--- src/rtl/mem_ctrl.sv ---
// Memory-manager responder: arbitrates core fetch and MEM-stage requests onto a
// byte-wide single-port RAM, assembling little-endian 32-bit read words.
module mem_ctrl #(
  parameter int ADDR_W = 32,
  parameter int RAM_AW = 17
) (
  input  logic              clk,
  input  logic              rst,
  input  logic              pc_valid_i,
  input  logic [ADDR_W-1:0] rom_addr_i,
  input  logic [1:0]        rwtype_i,
  input  logic [ADDR_W-1:0] ram_addr_i,
  input  logic [7:0]        ram_data_i,
  output logic [31:0]       data_o,
  output logic              stall_o,
  input  logic [7:0]        mem_din,
  output logic [RAM_AW-1:0] mem_a,
  output logic [7:0]        mem_dout,
  output logic              mem_wr
);

  typedef enum logic [1:0] {IDLE, RD, WR, DONE} state_t;

  state_t            state;
  logic [2:0]        cnt;
  logic [RAM_AW-1:0] base;
  logic [7:0]        b0, b1, b2;

  logic              mem_rd_req;
  logic              mem_wr_req;
  logic              req;
  logic [RAM_AW-1:0] req_addr;

  // Only the low RAM_AW address bits reach the RAM; the rest are deliberately dropped.
  logic unused_addr_bits;
  assign unused_addr_bits = ^{rom_addr_i[ADDR_W-1:RAM_AW], ram_addr_i[ADDR_W-1:RAM_AW]};

  always_comb begin
    mem_rd_req = (rwtype_i == 2'b01);
    mem_wr_req = (rwtype_i == 2'b10);
    req        = mem_rd_req | mem_wr_req | pc_valid_i;
    // MEM-stage requests win over instruction fetch.
    req_addr   = (mem_rd_req | mem_wr_req) ? ram_addr_i[RAM_AW-1:0]
                                           : rom_addr_i[RAM_AW-1:0];
  end

  // The core may only advance on DONE; in reset the core must not be held.
  assign stall_o = rst & ((state == RD) | (state == WR) | ((state == IDLE) & req));

  // NOTE: every register here uses non-blocking assignment so all state updates on an
  // edge see the pre-edge values; the byte holding registers are reset too since they
  // are few flops and keep data_o deterministic.
  always_ff @(posedge clk or negedge rst) begin
    if (!rst) begin
      state    <= IDLE;
      cnt      <= 3'd0;
      base     <= '0;
      b0       <= 8'h00;
      b1       <= 8'h00;
      b2       <= 8'h00;
      data_o   <= 32'h0;
      mem_a    <= '0;
      mem_dout <= 8'h00;
      mem_wr   <= 1'b0;
    end else begin
      case (state)
        IDLE: begin
          if (req) begin
            base  <= req_addr;
            mem_a <= req_addr;
            cnt   <= 3'd0;
            if (mem_wr_req) begin
              mem_dout <= ram_data_i;
              mem_wr   <= 1'b1;
              state    <= WR;
            end else begin
              mem_wr <= 1'b0;
              state  <= RD;
            end
          end
        end
        RD: begin
          // RAM data trails the address by one cycle, so capture lags issue by one count.
          if (cnt < 3'd3) mem_a <= base + RAM_AW'(cnt + 3'd1);
          case (cnt)
            3'd1: b0 <= mem_din;
            3'd2: b1 <= mem_din;
            3'd3: b2 <= mem_din;
            3'd4: begin
              data_o <= {mem_din, b2, b1, b0};
              state  <= DONE;
            end
            default: ;
          endcase
          cnt <= cnt + 3'd1;
        end
        WR: begin
          mem_wr <= 1'b0;
          state  <= DONE;
        end
        DONE: state <= IDLE;
        default: state <= IDLE;
      endcase
    end
  end

endmodule
--- config.mk ---
export PLATFORM = sky130hd
export DESIGN_NAME = mem_ctrl
export DESIGN_NICKNAME = d
export VERILOG_FILES = /design/src/rtl/mem_ctrl.sv
export SDC_FILE = /design/constraint.sdc
export NUM_CORES = 1
export LEC_CHECK = 0
export CORE_ASPECT_RATIO = 0.75
export CORE_UTILIZATION = 43
export CTS_CLUSTER_DIAMETER = 30
export DETAILED_ROUTE_END_ITERATION = 10
export PLACE_DENSITY = 0.8
export SETUP_SLACK_MARGIN = 0.2
export SLEW_MARGIN = 10
export SYNTH_ARGS = -nofsm -noshare
export SYNTH_HDL_FRONTEND = slang
export SYNTH_SLANG_ARGS = --single-unit
export TNS_END_PERCENT = 100
--- constraint.sdc ---
create_clock -name clk -period 2 [get_ports clk]
set_input_delay 0.3 -clock clk [delete_from_list [all_inputs] [get_ports clk]]
set_output_delay 0.3 -clock clk [all_outputs]
set_load 0.05 [all_outputs]
== After elaboration in Yosys (flattened, before gate mapping) ==
Index checks and enable logic that the tools add are counted.

* Flip-flop bits (word level): 104
* Output and inout port bits: 59

* Add/subtract/negate cells: 3
* Order comparisons: 1
* Equality and inequality tests: 12
* Muxes and demuxes: 13
* Bitwise gates (word level): 6
* Reductions and logical operators: 13

{| class="wikitable"
|+ Operators by type and width
! cell !! number
|-
| 17-bit 2-to-1 mux || 3
|-
| 17-bit one-hot mux with 2 select lines || 1
|-
| 17-bit by 4-bit adder with 17-bit output || 1
|-
| 2-bit AND reduction || 8
|-
| 2-bit one-hot mux with 4 select lines || 1
|-
| 2-bit == test (second input constant) || 3
|-
| 3-bit by 2-bit == test with 1-bit output (second input constant) || 2
|-
| 2-bit 2-to-1 mux || 3
|-
| 3-bit one-hot mux with 2 select lines || 1
|-
| 3-bit AND reduction || 2
|-
| 3-bit by 1-bit adder with 4-bit output (second input constant) || 1
|-
| 2-bit by 1-bit == test with 1-bit output (second input constant) || 2
|-
| 2-bit by 1-bit inequality test with 1-bit output (second input constant) || 2
|-
| 1-bit bitwise OR || 4
|-
| 2-bit nonzero test || 2
|-
| 3-bit by 1-bit adder with 3-bit output (second input constant) || 1
|-
| 3-bit by 1-bit == test with 1-bit output (second input constant) || 1
|-
| 3-bit == test (second input constant) || 1
|-
| 3-bit by 2-bit less-than comparator with 1-bit output (second input constant) || 1
|-
| 3-bit 2-to-1 mux || 1
|-
| 1-bit AND || 2
|-
| 2-bit zero test || 1
|-
| 1-bit 2-to-1 mux || 2
|-
| 2-bit inequality test (second input constant) || 1
|-
| 1-bit one-hot mux with 2 select lines || 1
|}

== Logic depth before layout (Yosys ltp) ==
* Depth after elaboration: 6
* Gate-level depth with buffers: 9

== Worst setup path before layout ==
Ideal clock, no wire load.

* Path type: input -> output
* Start: in rwtype_i[0]
* End: out stall_o
* Arrival: 1.763 ns
* Data required time: 1.700 ns
* Path slack: -0.063 ns
* Cell stages on the path: 8
* Path buffers: 3
* Path through: inv_1 ha_1 buf_4 nand2b_1 and2_1 buf_2 buf_2 o21a_1

* Cells in the longest elaborated chain, start to end: 6

{| class="wikitable"
|+ RTL lines
! item !! RTL line !! RTL
|-
| start: declaration || 11 || <nowiki>input logic [1:0] rwtype_i,</nowiki>
|-
| 2-bit by 1-bit == test with 1-bit output or 2-bit == test (tied branches) || 39, 40 ||
|-
| 1-bit bitwise OR (*) (2 in series) || 41 || <nowiki>req = mem_rd_req | mem_wr_req | pc_valid_i;</nowiki>
|-
| 1-bit AND (*) || 48 || <nowiki>assign stall_o = rst & ((state == RD) | (state == WR) | ((state == IDLE) & req));</nowiki>
|-
| 1-bit bitwise OR (*) || 48 ||
|-
| 1-bit AND (*) || 48 ||
|-
| end: declaration || 15 || <nowiki>output logic stall_o,</nowiki>
|}

Mark *: on every way between the ends. The rest lies on a longest branch, timed or not.

== Worst setup path in the final report ==
* Start: reg base[0]
* End: reg mem_a[4]

* Cells in the longest elaborated chain, start to end: 3

{| class="wikitable"
|+ RTL lines
! item !! RTL line !! RTL
|-
| start: declaration || 26 || <nowiki>logic [RAM_AW-1:0] base;</nowiki>
|-
| start signal: assignment || 69 || <nowiki>base <= req_addr;</nowiki>
|-
| 17-bit by 4-bit adder with 17-bit output || 84 || <nowiki>if (cnt < 3'd3) mem_a <= base + RAM_AW'(cnt + 3'd1);</nowiki>
|-
| 17-bit 2-to-1 mux || 84 ||
|-
| 17-bit one-hot mux with 2 select lines || 66 || <nowiki>case (state)</nowiki>
|-
| end signal: assignment || 70 || <nowiki>mem_a <= req_addr;</nowiki>
|-
| end signal: assignment || 84 ||
|-
| end: declaration || 17 || <nowiki>output logic [RAM_AW-1:0] mem_a,</nowiki>
|}

Every way passes these cells. The select of a mux whose other input is x is not followed.
A chain may end at the register's enable or synchronous reset.

==> summary.md <==
| Metric | Value |
|---|---|
| Ports | 144 |
| Crit path launch type | flop |
| Synthesis warning total | 0 |
| Post-DP Area | 6330 um2 |
| GRT Total Usage | 21.11% |
| Largest net degree at the start of global routing | 105 |
| Post-Syn Area | 4783 um2 |
| F_max | 546.5 MHz |
| Fin area | 6761 um2 |
| Clock sink total | 104 |
| Antenna diodes | 0 |
| GRT Residual Overflow | 0 |
| Status | finished clean |
| Post-Syn Instances | 391 |
| Vias per cell | 5.251 |
| Async set-or-reset flop fraction in the synthesized netlist | 100.0% |
| Share of cells above drive strength 1 | 24.64% |
| Most common cell on crit path | inv_2 |
| Worst path cell trace | inv_2 -> ha_4 -> inv_2 -> fa_2 -> a21oi_4 -> nor2b_2 -> xnor2_1 -> a21oi_1 -> a21o_1 |
| Worst setup margin | 0.1703 ns |
| CP required | 2.24 ns |
| CTS buffer count | 9 |
| Routed len/inst | 17.26 um |
| Hold Fails Final Rpt | 0 |
| Layout Skew | 0.008033 ns |
| Comb power frac | 54.8% |
| Yosys cell types | 49 |
| Hpwl dp | 7973 um |
| Max Slew Vio Count | 0 |
| TritonRoute pass-1 iters | 4 |
| Worst Setup SP | base[0]$_DFFE_PN0P_ |
| Clock Tree Buf Depth | 2 |
| Slowest Stage Delay on Critical Path | 0.40 ns |
| CP Max Fanout | 3 |
| Multi-input logic area | 2162 um2 |
| Avg Inst Size Synth | 12.23 um2 |
| FF+latch area | 2603 um2 |
| CTS clock-pin slew for the worst setup and hold paths | 0.07 ns |
| CTS root buffer | clkbuf_16 |
| Drt drc | 0 |
| Place WS | -0.2416 ns |
| Internal power | 6.461 mW |
| Vias in the first global route | 3620 |
| Area grow syn2layout | 41.35% |
| Number of synthesized flops with an enable pin | 0 |
| Fill count | 821 |
| Max-Slew Margin vs Limit | 62.99% |
| Worst-Margin Slew | 0.5551 ns |
| Switching share of power | 45.84% |
| Drt initial violations | 188 |
| Post-route antenna net violation count | 0 |
| Via count | 3592 |
| Period minus WS final | 1.830 ns |
| Number of synthesized register bits | 104 |
| Worst endpoint data arrival time | 2.07 ns |
| Post-route clock period utilization | 91.48% |
| Die area | 11550 um2 |
| PortBufs | 113 |
| Cell row count | 32 |
| Setup CP Type | flop to flop |
| Max-Cap Viols | 0 |
| Clk_lat worst skew | 0.35 ns |
| First-pass GRT wire length | 18310 um |
| Worst IR drop on VDD | 0.0006090 V |
| Reg2reg start | base[0]$_DFFE_PN0P_ |
| Sequential share of power | 31.4% |
| Seq/Total Area, Yosys | 54.41% |
| DRT Wirelength | 11800 um |
| Fin nets | 641 |
| Total power | 11.93 mW |
| RSZ-0062 raised after global routing | true |
| Setup violators final | 0 |
| Nature of the critical path endpoint | flop |
| Slowest cell on crit path | dfrtp_1 |
| H-tree Lvls | 3 |
| Pleak | 3.216 nW |
| RD Place Congestion | 0.8854 |
| TritonCTS clock tree | yes |
| P per Cell Area | 1764 nW/um2 |
| Core region area | 10530 um2 |
| Prevailing post-synth register cell | dfrtp_1 |
| Initial Utilization | 45.43% |
| Die span in y | 93.34 um |
| Antenna violations before repair | 0 |
| Synth Net Count | 489 |
| Die Width | 123.8 um |
| Hold Path Class | input pin to asynchronous set/reset pin |
| Clock power share | 13.7% |
| Switching pwr | 5.469 mW |
## layer usage
metal	vias to the layer above	routed length (um)	global-route usage, %
li1	1680	-	-
met1	1803	5558	28.59
met2	96	5619	33.94
met3	13	485	4.390
met4	0	141	6.426
met5	-	0	0
## synth_stat cells, types with 4 or more instances
cell type	instances	area, um2
ha_1	12	150.1
o21ai_1	13	65.06
xor2_1	10	87.58
nand2b_1	4	25.02
nand2_1	15	56.30
a21oi_1	32	160.2
mux2i_1	17	170.2
inv_1	9	33.78
dfrtp_1	104	2603
buf_2	9	45.04
mux2_2	35	394.1
mux2_1	32	360.4
nand2_2	5	31.28
nand3_1	7	35.03
nor2_1	24	90.09
nor3_1	11	55.05
xnor2_1	5	43.79
## layout by cell type, fill, tap and decap left out, drive strengths merged, types with 5 or more instances in the layout
cell type      Yosys  final
inv               11     13
nand3              8      8
xor2              10     10
xnor2              5      5
dfrtp            104    104
ha                12     12
a21oi             34     34
mux2              67     67
nor2              25     25
nor3              13     13
mux2i             17     17
buf               15     46
nand2             20     20
o21ai             17     17
dlymetal6s2s       0      8
clkdlybuf4s50      0     51
clkbuf             2     11
dlygate4sd2        0     50
## power groups by stage
stage | clock (mW) | sequential (mW) | combinational [mW]
final | 1.64 | 3.75 | 6.54
after detailed placement | 0 | 3.78 | 6.43
after global routing | 1.76 | 3.88 | 6.96
after CTS | 1.67 | 3.74 | 6.33
after global placement | 0 | 3.71 | 6.26
after floorplan | 0 | 5.44 | 2.57
## flip-flops by register name, indices dropped and copies added (netlist names)
name,count
base,17
mem_a,17
mem_dout,8
data_o,32
b2,8
state,2
mem_wr,1
cnt,3
b0,8
b1,8
## what timing repair did
item,CTS,global route
endpoints found under the setup margin,67,48
hold buffers,0,0
pin swaps,9,8
resized for setup,63,23
gates cloned,0,1
setup buffers,5,4
## kinds of logic after synthesis
family	synth area share, %
fa+ha+maj	3.557
compound gates	8.214
flops	54.41
buf+inv	3.139
simple gates	8.606
xor+xnor	2.746
mux	19.33
## path summary, 6_finish.rpt
check,to,slack (ns),cells after the start
worst max-delay path,mem_a[4]$_DFFE_PN0P_,0.17,9
worst min-delay path,mem_a[7]$_DFFE_PN0P_,0.06,2
worst max register to register,mem_a[4]$_DFFE_PN0P_,0.17,9
worst min register to register,mem_a[4]$_DFFE_PN0P_,0.49,1
max in group asynchronous,mem_dout[1]$_DFFE_PN0P_,1.51,2
min in group clk,mem_a[4]$_DFFE_PN0P_,0.49,1
## layout make-up
type                            count  area share [%]
Clock buffer                       10           3.386
Clock inverter                      6          0.6292
Inverter                           11          0.6107
Multi-Input combinational cell    259           31.98
Sequential cell                   104           38.49
Tap cell                          136           2.517
Timing Repair Buffer              158           22.39
## stage by stage
step / hold WS, ns / util, % / TNS (ns) / std cells
finish: 0.06223 / 64.21 / 0 / 684
global route: 0.09618 / 64.21 / 0 / 684
CTS: 0.09011 / 62.87 / 0 / 679
detailed placement: 0.4640 / 60.11 / -5.493 / 658
global placement: 0.4613 / 60.11 / -3.746 / 658
floorplan: 0.004409 / - / 0 / 391
## worst max-delay path, delay by kind of cell (launching register included)
kind / cells / cell delay (ns)
simple gates: 1 / 0.09
fa+ha+maj: 2 / 0.50
xor+xnor: 1 / 0.16
flops: 1 / 0.40
buf+inv: 2 / 0.11
compound gates: 3 / 0.45
Power figures use the tool's default switching activity.
